File: config.mk
export PLATFORM = sky130hd
export DESIGN_NAME = sram_port_arbiter
export DESIGN_NICKNAME = d
export VERILOG_FILES = /design/src/rtl/sram_port_arbiter_pkg.sv /design/src/rtl/sram_port_arbiter_pick.sv /design/src/rtl/sram_port_arbiter.sv
export SDC_FILE = /design/constraint.sdc
export NUM_CORES = 1
export LEC_CHECK = 0
export CORE_AREA = 4 4 138 140
export CTS_BUF_LIST = sky130_fd_sc_hd__clkbuf_2
export DETAILED_ROUTE_END_ITERATION = 12
export DIE_AREA = 0 0 142 144
export DONT_BUFFER_PORTS = 1
export PLACE_DENSITY = 0.68
export SYNTH_ARGS = -nofsm -noshare
export SYNTH_HDL_FRONTEND = slang
export SYNTH_SLANG_ARGS = --single-unit
File: constraint.sdc
create_clock -name clock -period 10.28 [get_ports clock]
set_input_delay 2.056 -clock clock [delete_from_list [all_inputs] [get_ports clock]]
set_output_delay 2.056 -clock clock [all_outputs]
set_load 0.01 [all_outputs]
File: src/rtl/sram_port_arbiter_pkg.sv
// -----------------------------------------------------------------------------
// sram_port_arbiter_pkg
//   Shared definitions for the SRAM port arbiter slice: FSM state encodings
//   and the port identifiers used by the winner-select logic and the
//   last-grant register.
// -----------------------------------------------------------------------------
package sram_port_arbiter_pkg;

  typedef enum logic [1:0] {
    ST_IDLE    = 2'd0,
    ST_GRANT_I = 2'd1,
    ST_GRANT_D = 2'd2,
    ST_RESP    = 2'd3
  } arb_state_e;

  localparam logic PORT_I = 1'b0;
  localparam logic PORT_D = 1'b1;

endpackage

File: src/rtl/sram_port_arbiter_pick.sv
// -----------------------------------------------------------------------------
// sram_arb_pick
//   Combinational winner select for the SRAM port arbiter.
//   Build option ARB_ROUND_ROBIN_EN: when defined, simultaneous requests go to
//   the port that was not granted last; otherwise D has fixed priority unless
//   the starvation flag forces I.
// Ports
//   i_req_i       I-side request
//   d_req_i       D-side request (read or write)
//   last_grant_i  port granted on the previous transaction
//   starve_i      I has waited the maximum number of D grants
//   grant_vld_o   some port is requesting
//   grant_port_o  winning port (PORT_I / PORT_D), meaningful with grant_vld_o
// -----------------------------------------------------------------------------
module sram_arb_pick
  import sram_port_arbiter_pkg::*;
(
  input  logic i_req_i,
  input  logic d_req_i,
  input  logic last_grant_i,
  input  logic starve_i,
  output logic grant_vld_o,
  output logic grant_port_o
);

`ifdef ARB_ROUND_ROBIN_EN
  logic unused_starve;
  assign unused_starve = starve_i;
`else
  logic unused_last;
  assign unused_last = last_grant_i;
`endif

  always_comb begin
    grant_vld_o  = i_req_i | d_req_i;
    grant_port_o = PORT_D;
    if (i_req_i && !d_req_i) begin
      grant_port_o = PORT_I;
    end else if (i_req_i && d_req_i) begin
`ifdef ARB_ROUND_ROBIN_EN
      grant_port_o = (last_grant_i == PORT_D) ? PORT_I : PORT_D;
`else
      grant_port_o = starve_i ? PORT_I : PORT_D;
`endif
    end
  end

endmodule

File: src/rtl/sram_port_arbiter.sv
// -----------------------------------------------------------------------------
// sram_port_arbiter
//   Shares one SRAM controller between the instruction-fetch refill port (I,
//   read-only) and the data-cache port (D, read/write). One SRAM transaction
//   is in flight at a time: IDLE -> GRANT_I | GRANT_D -> RESP -> IDLE.
//   All outputs are registered.
//   Build option ARB_ROUND_ROBIN_EN: alternate simultaneous requests instead
//   of fixed D priority with an I starvation guard.
// Ports
//   clock, rst                    clock, asynchronous active-high reset
//   i_rd_en, i_addr               I-side read request (level)
//   i_ready, i_rdata              I completion pulse and captured line
//   d_rd_en, d_wr_en, d_addr,
//   d_wdata                       D-side request (level), write wins if both
//   d_ready, d_rdata              D completion pulse and captured read line
//   sram_rd_en, sram_wr_en,
//   sram_addr, sram_wdata         request to SRAM controller
//   sram_ready, sram_rdata        SRAM controller completion and read line
// -----------------------------------------------------------------------------
module sram_port_arbiter
  import sram_port_arbiter_pkg::*;
#(
  parameter int ADDR_W     = 32,
  parameter int DATA_W     = 32,
  parameter int LINE_W     = 64,
  parameter int STARVE_MAX = 4
) (
  input  logic              clock,
  input  logic              rst,
  input  logic              i_rd_en,
  input  logic [ADDR_W-1:0] i_addr,
  output logic              i_ready,
  output logic [LINE_W-1:0] i_rdata,
  input  logic              d_rd_en,
  input  logic              d_wr_en,
  input  logic [ADDR_W-1:0] d_addr,
  input  logic [DATA_W-1:0] d_wdata,
  output logic              d_ready,
  output logic [LINE_W-1:0] d_rdata,
  output logic              sram_rd_en,
  output logic              sram_wr_en,
  output logic [ADDR_W-1:0] sram_addr,
  output logic [DATA_W-1:0] sram_wdata,
  input  logic              sram_ready,
  input  logic [LINE_W-1:0] sram_rdata
);

  localparam int                CNT_W      = $clog2(STARVE_MAX + 1);
  localparam logic [CNT_W-1:0]  STARVE_LIM = CNT_W'(STARVE_MAX);

  // Saturating increment: the counter parks at the limit instead of wrapping.
  function automatic logic [CNT_W-1:0] sat_inc(input logic [CNT_W-1:0] v);
    return (v == STARVE_LIM) ? v : v + CNT_W'(1);
  endfunction

  arb_state_e        state_q;
  logic              last_grant_q;
  logic [CNT_W-1:0]  starve_q;
  logic [CNT_W-1:0]  starve_d;
  logic              sram_rd_en_q;
  logic              sram_wr_en_q;
  logic [ADDR_W-1:0] sram_addr_q;
  logic [DATA_W-1:0] sram_wdata_q;
  logic              i_ready_q;
  logic              d_ready_q;
  logic [LINE_W-1:0] i_rdata_q;
  logic [LINE_W-1:0] d_rdata_q;

  logic d_req;
  logic d_rd_only;
  logic starve_flag;
  logic grant_vld;
  logic grant_port;

  // A D request with both enables high is a write.
  assign d_req       = d_rd_en | d_wr_en;
  assign d_rd_only   = d_rd_en & ~d_wr_en;
  assign starve_flag = (starve_q == STARVE_LIM);

  sram_arb_pick u_pick (
    .i_req_i      (i_rd_en),
    .d_req_i      (d_req),
    .last_grant_i (last_grant_q),
    .starve_i     (starve_flag),
    .grant_vld_o  (grant_vld),
    .grant_port_o (grant_port)
  );

  // Starvation counter only moves on IDLE decisions, since requests are
  // ignored in every other state.
  always_comb begin
    starve_d = starve_q;
`ifdef ARB_ROUND_ROBIN_EN
    starve_d = '0;
`else
    if (state_q == ST_IDLE) begin
      if (!i_rd_en) begin
        starve_d = '0;
      end else if (grant_vld && grant_port == PORT_I) begin
        starve_d = '0;
      end else if (grant_vld && grant_port == PORT_D) begin
        starve_d = sat_inc(starve_q);
      end
    end
`endif
  end

  always_ff @(posedge clock or posedge rst) begin
    if (rst) begin
      state_q      <= ST_IDLE;
      last_grant_q <= PORT_D;
      starve_q     <= '0;
      sram_rd_en_q <= 1'b0;
      sram_wr_en_q <= 1'b0;
      sram_addr_q  <= '0;
      sram_wdata_q <= '0;
      i_ready_q    <= 1'b0;
      d_ready_q    <= 1'b0;
      i_rdata_q    <= '0;
      d_rdata_q    <= '0;
    end else begin
      starve_q <= starve_d;
      case (state_q)
        ST_IDLE: begin
          if (grant_vld) begin
            last_grant_q <= grant_port;
            if (grant_port == PORT_I) begin
              sram_rd_en_q <= 1'b1;
              sram_wr_en_q <= 1'b0;
              sram_addr_q  <= i_addr;
              sram_wdata_q <= '0;
              state_q      <= ST_GRANT_I;
            end else begin
              sram_rd_en_q <= d_rd_only;
              sram_wr_en_q <= d_wr_en;
              sram_addr_q  <= d_addr;
              sram_wdata_q <= d_wdata;
              state_q      <= ST_GRANT_D;
            end
          end
        end
        ST_GRANT_I: begin
          if (sram_ready) begin
            i_rdata_q    <= sram_rdata;
            i_ready_q    <= 1'b1;
            sram_rd_en_q <= 1'b0;
            sram_wr_en_q <= 1'b0;
            state_q      <= ST_RESP;
          end
        end
        ST_GRANT_D: begin
          if (sram_ready) begin
            // Only reads refresh the D line; the enable is still high here.
            if (sram_rd_en_q) begin
              d_rdata_q <= sram_rdata;
            end
            d_ready_q    <= 1'b1;
            sram_rd_en_q <= 1'b0;
            sram_wr_en_q <= 1'b0;
            state_q      <= ST_RESP;
          end
        end
        ST_RESP: begin
          i_ready_q <= 1'b0;
          d_ready_q <= 1'b0;
          state_q   <= ST_IDLE;
        end
        default: begin
          state_q <= ST_IDLE;
        end
      endcase
    end
  end

  assign sram_rd_en = sram_rd_en_q;
  assign sram_wr_en = sram_wr_en_q;
  assign sram_addr  = sram_addr_q;
  assign sram_wdata = sram_wdata_q;
  assign i_ready    = i_ready_q;
  assign d_ready    = d_ready_q;
  assign i_rdata    = i_rdata_q;
  assign d_rdata    = d_rdata_q;

endmodule

==> impl_metrics.json, run 1 <==
{
  "status": "complete, no violations",
  "antenna_cells": 0,
  "overflow": 0,
  "pre_cts_ws_ns": 6.61,
  "start_util": 0.453,
  "worstMarginPinSlew_ns": 1.22,
  "critical_path_arrival_ns": 1.22,
  "syn_to_final_growth_pct": 6.25,
  "ant_nets": 0,
  "cap_viol_max_count": 0,
  "critPathCaptureType": "output port",
  "clk_latency_ns": 0.72,
  "ios": 362,
  "required_ns": 8.22,
  "p_int_uw": 1710,
  "rsz0062_at_grt": "no",
  "die_w_um": 142,
  "gp_congestion": 0.851,
  "cts_root_buf": "clkbuf_2",
  "worstReg2RegStart": "state_q[0]",
  "final-seq-area_mm2": 0.00503,
  "postCtsSetupBuffers": 0,
  "clkTransAtPathRegs_ns": 0.10,
  "netSwitchingFraction": 0.391,
  "syn_inst": 586,
  "die_h_um": 144,
  "cp_max_fo": 3,
  "r2r.worst_path.cells": 5,
  "whs_path_depth": 1,
  "routedWlPerCell_um": 23.0,
  "yosysMostFrequentCell": "dfrtp_1",
  "endpoint": "i_ready",
  "clock_skew_ns": 0.0467,
  "synth_flop_cell": "dfrtp_1",
  "cts_tree": "done",
  "fin_util": 0.481,
  "period_needed_ns": 3.28,
  "netlist_area_mm2": 0.00807,
  "synth.yosys.seq_area_share": 0.623,
  "drt_iter0_markers": 144,
  "power.share.sequential": 0.589,
  "hold_ws_ns": 0.568,
  "yosys.area.top_type": "dfrtp_1",
  "cp-start-kind": "flop",
  "clkSinkCount": 201,
  "netSwitchingPower_uw": 1100,
  "peakVddDrop_uv": 159,
  "fill_cells": 1555,
  "avgSynthCellArea_um2": 13.8,
  "row_count": 49,
  "cts_buffers": 48,
  "path_depth": 0,
  "die-area_mm2": 0.0204,
  "finalHoldViolations": 0,
  "synth_area_leaders": "dfrtp_1 (62%), mux2_2 (15%), a22o_1 (3.7%)",
  "finalSetupViolCount": 0,
  "port_buffers": 0,
  "drc_errors": 0,
  "cts.hold.buffers_added": 0,
  "drive_gt1_frac": 0.303,
  "slew_headroom": 0.185,
  "grt_first_pass_wirelength_mm": 30.1,
  "async_flop_share": 1.00,
  "dp_hpwl_mm": 14.2,
  "p_leak_uw": 0.00387,
  "power.clock.fraction": 0.172,
  "tns_ns": 0,
  "drv_slew": 0,
  "yosys_warnings": 0,
  "grt_antenna_before_repair": 0,
  "powerDensity_mw_per_mm2": 328,
  "grt_pass1_vias": 5503,
  "ys_types": 30,
  "regToRegSetupSlack_ns": 7.94,
  "final_net_count": 772,
  "clockBufferDepth": 3,
  "grt_max_degree": 131,
  "dr.pass1.iters": 5,
  "synth_seq_cells": 201,
  "ys_top_cells_by_count": "dfrtp_1 (201), mux2_2 (108), a21oi_1 (36), nor2_1 (36)",
  "netlist.area_leader.share": 0.623,
  "post_cts_resized": 0,
  "crit_type": "reg -> out",
  "finalInstanceArea_mm2": 0.00858,
  "grtUsageTotal": 0.184,
  "fin_crit_sh": 0.319,
  "vias_per_cell": 5.79,
  "syn_nets": 759,
  "multi_input_area_mm2": 0.00277,
  "hold_path_class": "reg -> reg",
  "dpl-instance-area_mm2": 0.00816,
  "fmax_mhz": 305,
  "htree_levels": 2,
  "core_area_mm2": 0.0178,
  "setup_slack_ns": 7.00,
  "synth_edf_count": 0,
  "r2r-end": "sram_addr[12]",
  "crit_start": "i_ready",
  "combPwrFrac": 0.240,
  "vias": 5020,
  "routed_wl_mm": 20.0
}
-- power by group through the flow --
stage                     Combinational, uW  Sequential [uW]  Clock [uW]
final                                   675             1660         483
after global routing                    759             1700         552
after CTS                               684             1670         510
after detailed placement                683             1680           0
after global placement                  632             1670           0
after floorplan                         605             1540           0
-- worst reg2reg max path: stages, from the launching register on --
cell and delay (ns):
dfrtp_1 0.42, inv_1 0.14, ha_1 0.38, o31a_1 1.02, nor2_1 0.10, a21oi_1 0.17
-- logic make-up after synthesis --
family | after synthesis | share of synthesized area
compound gates | 152 | 0.124
fa+ha+maj | 7 | 0.0108
buf+inv | 50 | 0.0346
flops | 201 | 0.623
mux | 130 | 0.181
simple gates | 46 | 0.0260
-- cell usage in the layout (no fill, tap or decap), types with 5 or more instances in the layout --
cell type | Yosys | final
o21ai_1 | 15 | 15
a21oi_1 | 36 | 36
clkinv_1 | 0 | 17
o21ai_0 | 20 | 20
nor2_1 | 36 | 36
inv_1 | 8 | 7
mux2_2 | 108 | 108
a22o_1 | 34 | 34
mux2_1 | 21 | 21
buf_4 | 5 | 5
ha_1 | 7 | 7
clkbuf_2 | 0 | 69
a31oi_1 | 34 | 34
dfrtp_1 | 201 | 201
-- cell type report --
cell class              count  share of cell area
inverters                   8             0.00438
multi-input cells         335               0.322
well taps                 229              0.0334
clock inverters            20             0.00890
repair buffers              5             0.00438
flip-flops and latches    201               0.586
clock buffers              69              0.0403
-- layer usage --
metal | track usage | part of all wire | vias to the layer above
li1 | - | - | 2177
met1 | 0.195 | 0.33 | 2500
met2 | 0.331 | 0.53 | 314
met3 | 0.0790 | 0.12 | 29
met4 | 0.0616 | 0.018 | 0
met5 | 0 | 0 | -
-- registers in the layout, indices dropped and copies added (netlist names) --
signal and flops:
starve_q 3, sram_wr_en 1, i_ready 1, state_q 2, d_rdata 64, sram_addr 32
i_rdata 64, sram_rd_en 1, d_ready 1, sram_wdata 32
-- worst min path at each step --
| stage | from | endpoint | slack (ns) |
|---|---|---|---|
| final | d_rdata[20] | d_rdata[20] | 0.57 |
| after floorplan | state_q[1] | state_q[1] | 0.51 |
| after detailed placement | d_rdata[30] | d_rdata[30] | 0.56 |
| after global placement | state_q[1] | state_q[1] | 0.53 |
| after global routing | sram_wdata[12] | sram_wdata[12] | 0.60 |
| after CTS | d_rdata[20] | d_rdata[20] | 0.58 |
-- metrics by stage --
step,instances,power (uW)
after floorplan,586,2150
after global placement,778,2300
after detailed placement,778,2370
after CTS,867,2860
after global routing,867,3010
final,867,2820
Note: power is estimated with default switching activity, not from simulation.
==> run 2: changes to the inputs <==
clock period = 3.37 ns   (was 10.28 ns; I/O delays follow)
==> impl_metrics.json, run 2 (same netlist as run 1, synthesis figures left out) <==
{
  "regToRegSetupSlack_ns": 1.14,
  "tns_ns": 0,
  "ios": 362,
  "power.share.sequential": 0.579,
  "worst_path_dominant_cell_family": "compound AO/OA/AOI/OAI gates",
  "grt_pass1_vias": 5926,
  "slowest_delay_ns": 0.55,
  "path_cells": "inv_1 > ha_1 > o2bb2ai_4 > a21oi_2 > buf_4 > a22o_1",
  "r2r.worst_path.cells": 6,
  "grtUsageTotal": 0.198,
  "row_count": 49,
  "critPathCaptureType": "flop",
  "mostFrequentLayoutCell": "dfrtp_1",
  "clock_skew_ns": 0.0503,
  "fin_crit_sh": 0.661,
  "die_h_um": 144,
  "slew_headroom": 0.398,
  "finalSetupViolCount": 0,
  "clkSinkCount": 201,
  "fmax_mhz": 449,
  "final_net_count": 888,
  "syn_to_final_growth_pct": 20.9,
  "vias_per_cell": 5.69,
  "status": "complete, no violations",
  "drc_errors": 0,
  "cp_num_buf_inv": 2,
  "hold_ws_ns": 0.0950,
  "stdcell_count": 984,
  "overflow": 0,
  "powerDensity_mw_per_mm2": 900,
  "die_w_um": 142,
  "fin_util": 0.547,
  "netSwitchingFraction": 0.391,
  "critical_path_arrival_ns": 2.90,
  "cp_max_fo": 35,
  "start_util": 0.453,
  "port_buffers": 0,
  "combPwrFrac": 0.250,
  "post_cts_resized": 0,
  "routedWlPerCell_um": 21.6,
  "grt_max_degree": 86,
  "netSwitchingPower_uw": 3430,
  "dp_hpwl_mm": 15.0,
  "p_leak_uw": 0.00436,
  "die-area_mm2": 0.0204,
  "worstHoldStart": "d_wr_en",
  "critPathSlowestCell": "a21oi_2",
  "period_needed_ns": 2.23,
  "cp-start-kind": "flop",
  "dr.pass1.iters": 5,
  "rsz0062_at_grt": "no",
  "p_int_uw": 5350,
  "vias": 5599,
  "drv_slew": 0,
  "worstReg2RegStart": "starve_q[0]",
  "whs_path_depth": 2,
  "grt_first_pass_wirelength_mm": 32.3,
  "core_area_mm2": 0.0178,
  "htree_levels": 2,
  "gp_congestion": 0.829,
  "clkTransAtPathRegs_ns": 0.12,
  "worstMarginPinSlew_ns": 0.903,
  "required_ns": 4.04,
  "routed_wl_mm": 21.3,
  "fill_cells": 1406,
  "hold_path_class": "in -> reg",
  "crit_type": "reg -> reg",
  "drt_iter0_markers": 240,
  "power.clock.fraction": 0.171,
  "cts_buffers": 50,
  "cts_tree": "done",
  "clk_latency_ns": 0.74,
  "grt_antenna_before_repair": 5,
  "dp_cells": 783,
  "min_to": "sram_wr_en",
  "cap_viol_max_count": 0,
  "r2r-end": "sram_wdata[21]",
  "finalHoldViolations": 0,
  "final_cell_mix": "dfrtp_1 (201), dlygate4sd3_1 (109), mux2_2 (108)",
  "drive_gt1_frac": 0.271,
  "clockBufferDepth": 3,
  "cts_root_buf": "clkbuf_2",
  "ant_nets": 0,
  "peakVddDrop_uv": 538
}
==> run 2: final cells by class <==
type | count | area, um^2 | share of cell area
diodes | 6 | 15.0 | 0.00154
well taps | 229 | 287 | 0.0294
clock inverters | 14 | 63.8 | 0.00654
repair buffers | 119 | 1200 | 0.123
multi-input cells | 335 | 2770 | 0.283
clock buffers | 72 | 360 | 0.0369
flip-flops and latches | 201 | 5030 | 0.515
inverters | 8 | 33.8 | 0.00346
==> run 2: worst max path at each step <==
stage,startpoint,to,slack (ns),cells after the start
3_3_place_gp,d_wr_en,sram_wdata[28],1.18,4
4_1_cts,starve_q[0],sram_wdata[18],1.08,6
2_1_floorplan,rst,d_rdata[0],0.09,1
3_5_place_dp,d_wr_en,sram_wdata[22],1.09,4
5_1_grt,starve_q[0],sram_wdata[13],0.92,6
6_report,starve_q[0],sram_wdata[21],1.14,6
==> run 2: power groups by stage <==
stage | registers, uW | logic (uW) | clock network, uW
final | 5080 | 2200 | 1500
after floorplan | 4700 | 1840 | 0
after global placement | 5090 | 1940 | 0
after global routing | 5210 | 2470 | 1700
after detailed placement | 5130 | 2090 | 0
after CTS | 5090 | 2190 | 1570
==> run 2: through the flow <==
step	setup slack, ns	total power (uW)	instance area [um^2]
after floorplan	0.0937	6550	8080
after global placement	1.18	7030	8230
after detailed placement	1.09	7220	8230
after CTS	1.08	8860	9690
after global routing	0.923	9370	9750
final	1.14	8780	9760
==> run 2: metal layers <==
| metal | vias up | global-route usage | wire [um] |
|---|---|---|---|
| li1 | 2434 | - | - |
| met1 | 2753 | 0.211 | 7130 |
| met2 | 359 | 0.343 | 11000 |
| met3 | 53 | 0.0827 | 2520 |
| met4 | 0 | 0.0919 | 677 |
| met5 | - | 0.00239 | 0 |
==> run 2: worst register-to-register path: stages (launching register included) <==
cell,delay (ns)
dfrtp_1,0.41
inv_1,0.06
ha_1,0.27
o2bb2ai_4,0.34
a21oi_2,0.55
buf_4,0.35
a22o_1,0.19
==> run 2: timing repair <==
action,4_1_cts,5_1_grt
hold buffers,104,5
hold endpoints to repair,187,5
buffers inserted,0,0
